--- src/rtl/wb_port_arbiter_pkg.sv ---
// Shared encodings for the register-file write-port arbiter: destination
// selects, arbitration states and the B-side queue geometry.
package wb_port_arbiter_pkg;

  localparam logic [1:0] SEL_RD = 2'b00;
  localparam logic [1:0] SEL_RT = 2'b01;
  localparam logic [1:0] SEL_RA = 2'b10;

  localparam logic [4:0] REG_RA = 5'd31;

  localparam int unsigned FIFO_DEPTH = 2;
  localparam int unsigned ENTRY_W    = 37;

  typedef enum logic {
    A_PRIO  = 1'b0,
    B_FORCE = 1'b1
  } arb_state_e;

  // Both 2'b10 and 2'b11 select the link register.
  function automatic logic [4:0] resolve_addr(input logic [1:0] sel,
                                              input logic [4:0] rd,
                                              input logic [4:0] rt);
    logic [4:0] addr;
    case (sel)
      SEL_RD:  addr = rd;
      SEL_RT:  addr = rt;
      default: addr = REG_RA;
    endcase
    return addr;
  endfunction

endpackage

--- src/rtl/wb_fifo2.sv ---
// Two-entry FIFO holding {addr, data} write-back results from the mul/div unit.
module wb_fifo2
  import wb_port_arbiter_pkg::*;
(
  input  logic               clk,
  input  logic               rst,
  input  logic               push,
  input  logic               pop,
  input  logic [ENTRY_W-1:0] din,
  output logic [ENTRY_W-1:0] dout,
  output logic               full,
  output logic               empty
);

  logic [ENTRY_W-1:0] mem_q [FIFO_DEPTH];
  logic               wr_ptr_q, rd_ptr_q;
  logic [1:0]         count_q;
  logic               push_ok, pop_ok;

  assign full    = (count_q == 2'(FIFO_DEPTH));
  assign empty   = (count_q == 2'd0);
  assign push_ok = push && !full;
  assign pop_ok  = pop && !empty;
  assign dout    = mem_q[rd_ptr_q];

  always_ff @(posedge clk or posedge rst) begin
    if (rst) begin
      wr_ptr_q <= 1'b0;
      rd_ptr_q <= 1'b0;
      count_q  <= 2'd0;
    end else begin
      if (push_ok) wr_ptr_q <= ~wr_ptr_q;
      if (pop_ok)  rd_ptr_q <= ~rd_ptr_q;
      case ({push_ok, pop_ok})
        2'b10:   count_q <= count_q + 2'd1;
        2'b01:   count_q <= count_q - 2'd1;
        default: count_q <= count_q;
      endcase
    end
  end

  // Storage needs no reset; count_q gates every read.
  always_ff @(posedge clk) begin
    if (push_ok) mem_q[wr_ptr_q] <= din;
  end

endmodule

--- src/rtl/wb_port_arbiter.sv ---
// Arbitrates the single register-file write port between the main datapath (A)
// and queued mul/div results (B), with bounded starvation of B.
module wb_port_arbiter
  import wb_port_arbiter_pkg::*;
#(
  parameter int unsigned STARVE_MAX = 3
) (
  input  logic        clk,
  input  logic        rst,
  input  logic        a_valid,
  input  logic [1:0]  a_sel,
  input  logic [4:0]  a_rd,
  input  logic [4:0]  a_rt,
  input  logic [31:0] a_data,
  output logic        a_ready,
  input  logic        b_valid,
  input  logic [4:0]  b_addr,
  input  logic [31:0] b_data,
  output logic        b_ready,
  output logic        rf_we,
  output logic [4:0]  rf_waddr,
  output logic [31:0] rf_wdata
);

  localparam int unsigned CW = $clog2(STARVE_MAX + 1);

  arb_state_e         state_q, state_d;
  logic [CW-1:0]      starve_q, starve_d;
  logic               fifo_full, fifo_empty;
  logic [ENTRY_W-1:0] fifo_dout;
  logic               grant_a, grant_b;
  logic [4:0]         a_addr;
  logic [4:0]         b_head_addr;
  logic [31:0]        b_head_data;

  assign b_ready     = !fifo_full;
  assign a_ready     = (state_q == A_PRIO);
  assign grant_a     = a_ready && a_valid;
  assign grant_b     = !fifo_empty && !grant_a;
  assign a_addr      = resolve_addr(a_sel, a_rd, a_rt);
  assign b_head_addr = fifo_dout[36:32];
  assign b_head_data = fifo_dout[31:0];

  wb_fifo2 u_fifo (
    .clk   (clk),
    .rst   (rst),
    .push  (b_valid && b_ready),
    .pop   (grant_b),
    .din   ({b_addr, b_data}),
    .dout  (fifo_dout),
    .full  (fifo_full),
    .empty (fifo_empty)
  );

  always_comb begin
    state_d  = state_q;
    starve_d = starve_q;
    if (state_q == B_FORCE) begin
      state_d  = A_PRIO;
      starve_d = '0;
    end else if (fifo_empty || grant_b) begin
      starve_d = '0;
    end else if (grant_a) begin
      starve_d = starve_q + CW'(1);
      // Force B on the cycle the bypass count hits its limit.
      if (starve_d == CW'(STARVE_MAX)) state_d = B_FORCE;
    end
  end

  always_ff @(posedge clk or posedge rst) begin
    if (rst) begin
      state_q  <= A_PRIO;
      starve_q <= '0;
      rf_we    <= 1'b0;
      rf_waddr <= 5'd0;
      rf_wdata <= 32'd0;
    end else begin
      state_q  <= state_d;
      starve_q <= starve_d;
      rf_we    <= 1'b0;
      // Writes to r0 are consumed but never enabled.
      if (grant_a) begin
        rf_we    <= (a_addr != 5'd0);
        rf_waddr <= a_addr;
        rf_wdata <= a_data;
      end else if (grant_b) begin
        rf_we    <= (b_head_addr != 5'd0);
        rf_waddr <= b_head_addr;
        rf_wdata <= b_head_data;
      end
    end
  end

endmodule

--- config.mk ---
export PLATFORM = sky130hd
export DESIGN_NAME = wb_port_arbiter
export DESIGN_NICKNAME = d
export VERILOG_FILES = /design/src/rtl/wb_port_arbiter_pkg.sv /design/src/rtl/wb_fifo2.sv /design/src/rtl/wb_port_arbiter.sv
export SDC_FILE = /design/constraint.sdc
export NUM_CORES = 1
export LEC_CHECK = 0
export ABC_AREA = 1
export CAP_MARGIN = 30
export CORE_AREA = 2 2 103 105
export CTS_BUF_LIST = sky130_fd_sc_hd__clkbuf_4 sky130_fd_sc_hd__clkbuf_8 sky130_fd_sc_hd__clkbuf_16
export CTS_CLUSTER_DIAMETER = 50
export CTS_CLUSTER_SIZE = 10
export DETAILED_ROUTE_END_ITERATION = 7
export DIE_AREA = 0 0 105 107
export GPL_TIMING_DRIVEN = 0
export PLACE_DENSITY = 0.84
export SLEW_MARGIN = 20
export SYNTH_ARGS = -nofsm -noshare
export SYNTH_HDL_FRONTEND = slang
export SYNTH_SLANG_ARGS = --single-unit
--- constraint.sdc ---
create_clock -name clk -period 3.8 [get_ports clk]
set_clock_uncertainty 0.15 [all_clocks]
set_input_delay 1.14 -clock clk [delete_from_list [all_inputs] [get_ports clk]]
set_output_delay 1.14 -clock clk [all_outputs]
set_load 0.005 [all_outputs]
# After elaboration in Yosys (flattened, before gate mapping)
# Memories as Yosys holds them, arrays and structs flattened.
# Cells that the tools add are included.
totals:
  reg_bits: 45
  latchBits: 0
  mem_bits_rw: 74
  romBits: 0
  inputBits: 85
  out_inout_bits: 40
  word_cells: 53
  n_memories: 1
mem_list:
  columns: ["name", "depth", "word_bits", "rd", "rd_clocked_by_memory_dff", "wr", "line", "text"]
  rows:
  - ["u_fifo.mem_q", 2, 37, 1, 0, 1, "wb_fifo2.sv:15", "logic [ENTRY_W-1:0] mem_q [FIFO_DEPTH];"]
op_classes:
  add_sub_neg: 3
  n_mul: 0
  div_mod_pow: 0
  order_cmp: 0
  n_eq_ne: 5
  n_shift: 0
  n_mux: 17
  bitwise: 3
  reduce_logical: 16
ops:
  columns: ["op", "n"]
  rows:
  - ["32-bit 2-to-1 mux", 2]
  - ["5-bit 2-to-1 mux", 2]
  - ["5-bit one-hot mux with 2 select lines", 1]
  - ["5-bit nonzero test", 2]
  - ["1-bit 2-to-1 mux", 8]
  - ["2-bit equality test, second input constant", 3]
  - ["2-bit 2-to-1 mux", 3]
  - ["1-bit logical AND", 5]
  - ["2-bit by 1-bit adder with 2-bit output, second input constant", 2]
  - ["2-bit by 1-bit equality test with 1-bit output, second input constant", 2]
  - ["2-bit logical NOT", 2]
  - ["2-bit one-hot mux with 2 select lines", 1]
  - ["2-bit nonzero test", 2]
  - ["1-bit logical NOT", 3]
  - ["1-bit NOT", 3]
  - ["3-bit nonzero test", 1]
  - ["2-bit by 1-bit subtractor with 2-bit output, second input constant", 1]
  - ["1-bit logical OR", 1]

# Depth between registers and ports, before layout
depth:
  word_depth: 7
  depth_mapped: 7
  mapped_depth_nobuf: 7

# By module
# A second synthesis with hierarchy kept.
hier_totals:
  cells_unflattened: 474
  area_unflattened_um2: 4913.5
modules_own_cells:
  columns: ["module", "n_inst", "cells_per_inst", "area_per_inst_um2", "seq_area_each_um2"]
  rows:
  - ["wb_fifo2", 1, 226, 2985.4, 2322.2]
  - ["wb_port_arbiter", 1, 248, 1928.1, 1026.0]

# Worst setup path before layout
# No wires, ideal clock.
synth_timing:
  path_type: "input-to-reg"
  startpoint: "in b_valid"
  endpoint: "mem u_fifo.mem_q[1][0], enable pin"
  setup_time_ns: 0.433
  t_arrival_ns: 2.812
  t_required_ns: 3.217
  slack_ns: 0.405
  cell_stages: 2
  n_path_buf: 0
  path_cell_list: "nand2_1 -> nor2_1"
synth_via:
  elab_chain_cells: 4
synth_rtl:
  columns: ["element", "line", "text"]
  rows:
  - ["start: declaration", "wb_port_arbiter.sv:16", "input logic b_valid,"]
  - ["1-bit logical AND", "wb_port_arbiter.sv:47", ".push (b_valid && b_ready),"]
  - ["1-bit logical AND", "wb_fifo2.sv:22", "assign push_ok = push && !full;"]
  - ["1-bit 2-to-1 mux", "wb_fifo2.sv:44", "if (push_ok) mem_q[wr_ptr_q] <= din;"]
  - ["1-bit 2-to-1 mux (not written as such)", "wb_fifo2.sv:44", null]
  - ["end: declaration", "wb_fifo2.sv:15", null]
# Every way passes these cells.

# Worst setup path in the final report
layout_timing:
  startpoint: "reg u_fifo.count_q[0]"
  endpoint: "out b_ready"
layout_via:
  elab_chain_cells: 2
layout_rtl:
  columns: ["element", "line", "text"]
  rows:
  - ["start: declaration", "wb_fifo2.sv:17", "logic [1:0] count_q;"]
  - ["start signal: assignment", "wb_fifo2.sv:35", "2'b10: count_q <= count_q + 2'd1;"]
  - ["start signal: assignment", "wb_fifo2.sv:36", "2'b01: count_q <= count_q - 2'd1;"]
  - ["start signal: assignment", "wb_fifo2.sv:37", "default: count_q <= count_q;"]
  - ["2-bit equality test", "wb_fifo2.sv:20", "assign full = (count_q == 2'(FIFO_DEPTH));"]
  - ["1-bit logical NOT", "wb_port_arbiter.sv:36", "assign b_ready = !fifo_full;"]
  - ["end: declaration", "wb_port_arbiter.sv:19", "output logic b_ready,"]
# Every way passes these cells.

==> results.sh <==
export IMPL_synth_most_common_cell="nand2_1"
export IMPL_drt_first_pass_iters=4
export IMPL_finalCriticalPeriod_ps=3029
export IMPL_synthFlopType="edfxtp_1"
export IMPL_htreeDepth=4
export IMPL_maxSlewHeadroom_pct=59.85
export IMPL_start_kind="flop"
export IMPL_grt_max_degree=26
export IMPL_clk_latency_ps=500
export IMPL_syn_avg_cell_area_um2=11.49
export IMPL_setup_viol=0
export IMPL_ys_types=21
export IMPL_regToRegEndpoint="u_fifo.mem_q[1][4]"
export IMPL_r2r_start="u_fifo.count_q[1]"
export IMPL_grt_pass1_wl_um=18450
export IMPL_cts_setup_buffers=0
export IMPL_fmax_mhz=330.1
export IMPL_hp_class="reg -> reg"
export IMPL_diodes=0
export IMPL_vias=3618
export IMPL_cp_end_kind="primary output"
export IMPL_cp_required_ps=2510
export IMPL_syn2layout_area_growth_pct=41.33
export IMPL_yosysSeqAreaShare_pct=68.74
export IMPL_cp_depth=2
export IMPL_maxCapViolCount=0
export IMPL_reg2reg_depth=5
export IMPL_finalHoldViolations=0
export IMPL_synth_common_cells="nand2_1, edfxtp_1, inv_1, dfrtp_1, nor2_1"
export IMPL_path_delay_family="buffers and inverters"
export IMPL_grt_pass1_vias=3808
export IMPL_die_h_um=107
export IMPL_synth_area_top_cells="edfxtp_1, dfrtp_1, nand2_1"
export IMPL_powerDensity_mw_per_mm2=715.0
export IMPL_cts_sinks=119
export IMPL_die_x_um=105
export IMPL_drc_errors=0
export IMPL_viasPerCell=5.032
export IMPL_critPathMaxStageDelay_ps=460
export IMPL_clk_pin_slew_ps=60
export IMPL_instances_no_fill=719
export IMPL_rsz0062_at_grt="no"
export IMPL_ys_ff_latch=119
export IMPL_holdBufCountCts=0
export IMPL_syn_area_mm2=0.004871
export IMPL_synth_top_area_share_pct=45.62
export IMPL_post_place_ws_ps=725.6
export IMPL_synthCells=424
export IMPL_numCtsBuffers=17
export IMPL_track_usage_pct=21.36
export IMPL_overflow=0
export IMPL_rows=37
export IMPL_path_max_fanout=6
export IMPL_wire_per_inst_um=15.92
export IMPL_port_buffers=124
export IMPL_gp_congestion=0.7899
export IMPL_async_reset_ff_share_pct=37.82
export IMPL_drive_above_1_share_pct=11.49
export IMPL_drv_slew=0
export IMPL_crit_start="u_fifo.count_q[0]"
export IMPL_die_area_mm2=0.01124
export IMPL_fin_nets=657
export IMPL_fillers=764
export IMPL_leakage_nw=2.792
export IMPL_path_buf_inv=1
export IMPL_worstSetupEndpoint="b_ready"
export IMPL_synth_largest_area_cell="edfxtp_1"
export IMPL_core_area_mm2=0.01009
export IMPL_reg2reg_slack_ps=1810
export IMPL_routed_wl_um=11450
export IMPL_setup_slack_ps=771.0
export IMPL_ys_warn_count=0
export IMPL_place_inst=687
export IMPL_io_pins=125
export IMPL_cts_resized=0
export IMPL_worstSetupPathType="reg -> out"
export IMPL_dpl_hpwl_um=8159
export IMPL_arrival_ps=1740
export IMPL_synth_edf_count=74
export IMPL_ant_nets=0
export IMPL_worst_path_max_delay_cell="clkdlybuf4s50_1"
export IMPL_clk_path_buf_depth=2
export IMPL_status="complete, no violations"
export IMPL_antenna_found_initial=0
export IMPL_tightest_slew_ps=600.8
export IMPL_path_cells="or2_2 > clkdlybuf4s50_1"
export IMPL_synth_fp_nets=511
export IMPL_drt_initial_drc_count=170
export IMPL_ir_drop_mv=0.3147
export IMPL_start_util_pct=48.26
export IMPL_cts_root_buffer="clkbuf_8"
export IMPL_fin_crit_sh_pct=79.71
export IMPL_cts_tree="yes"
final cells by class:
type,count,area (um^2),share of cell area (%)
timing repair buffer,127,1316,19.12
clock buffer,19,429.2,6.234
buffer,22,168.9,2.454
tap,136,170.2,2.472
inverter,51,191.4,2.781
clock inverter,13,82.58,1.200
sequential,119,3348,48.64
multi-input combinational,232,1177,17.10
per-layer routing:
| layer | wire length [um] | share of wire (%) | track usage [%] |
|---|---|---|---|
| met1 | 4646 | 41 | 25.47 |
| met2 | 5960 | 52 | 37.38 |
| met3 | 648 | 5.7 | 6.444 |
| met4 | 189 | 1.7 | 6.476 |
| met5 | 0 | 0 | 0 |
cells in the final DEF, fill, tap and decap left out, drive strengths merged, types with 19 or more instances in the layout:
cell,netlist,layout
clkdlybuf4s50,0,124
nor2,45,45
dfrtp,45,45
buf,22,25
inv,51,52
clkbuf,0,19
edfxtp,74,74
o211ai,34,34
nand2,94,94
a31oi,32,32
power breakdown:
part	switching, mW	internal [mW]	total, mW
Combinational	0.775	0.774	1.55
Clock	0.559	0.807	1.37
Sequential	0.187	1.82	2.01
cell families (layout without fill, tap and decap cells):
logic type | Yosys count | count (layout) | share of synthesized area (%)
AND/OR/NAND/NOR | 150 | 150 | 12.33
AO/OA/AOI/OAI | 77 | 77 | 10.48
flip-flops | 119 | 119 | 68.74
adder cells (fa/ha/maj) | 2 | 2 | 0.5137
XOR/XNOR | 3 | 3 | 0.5395
buffers and inverters | 73 | 232 | 7.398
metrics by stage:
stage               utilization [%]  hold WS (ps)  power, mW  setup TNS (ps)  cell area (um^2)
CTS                           68.21         282.4      4.957               0              6884
detailed placement            63.14         275.9      3.588               0              6372
finish                        68.21         280.5      4.922               0              6884
global route                  68.21         310.9      5.185               0              6884
floorplan                         -         253.2      2.747               0              4871
global placement              62.25         264.2      3.463          -64160              6282
state kept, by name (all words and copies together) (netlist names):
signal           flops
u_fifo.mem_q        74
u_fifo.rd_ptr_q      1
state_q              1
rf_wdata            32
rf_waddr             5
u_fifo.wr_ptr_q      1
rf_we                1
u_fifo.count_q       2
starve_q             2
worst min-delay path by stage:
| stage | start | to | slack (ps) | depth (start not counted) |
|---|---|---|---|---|
| 3_5_place_dp | starve_q[0] | starve_q[0] | 280 | 1 |
| 5_1_grt | starve_q[0] | starve_q[0] | 310 | 1 |
| 2_1_floorplan | starve_q[0] | starve_q[0] | 250 | 1 |
| 4_1_cts | starve_q[0] | starve_q[0] | 280 | 1 |
| 3_3_place_gp | starve_q[0] | starve_q[0] | 260 | 1 |
| 6_report | starve_q[0] | starve_q[0] | 280 | 1 |
Note: power is estimated with default switching activity, not from simulation.
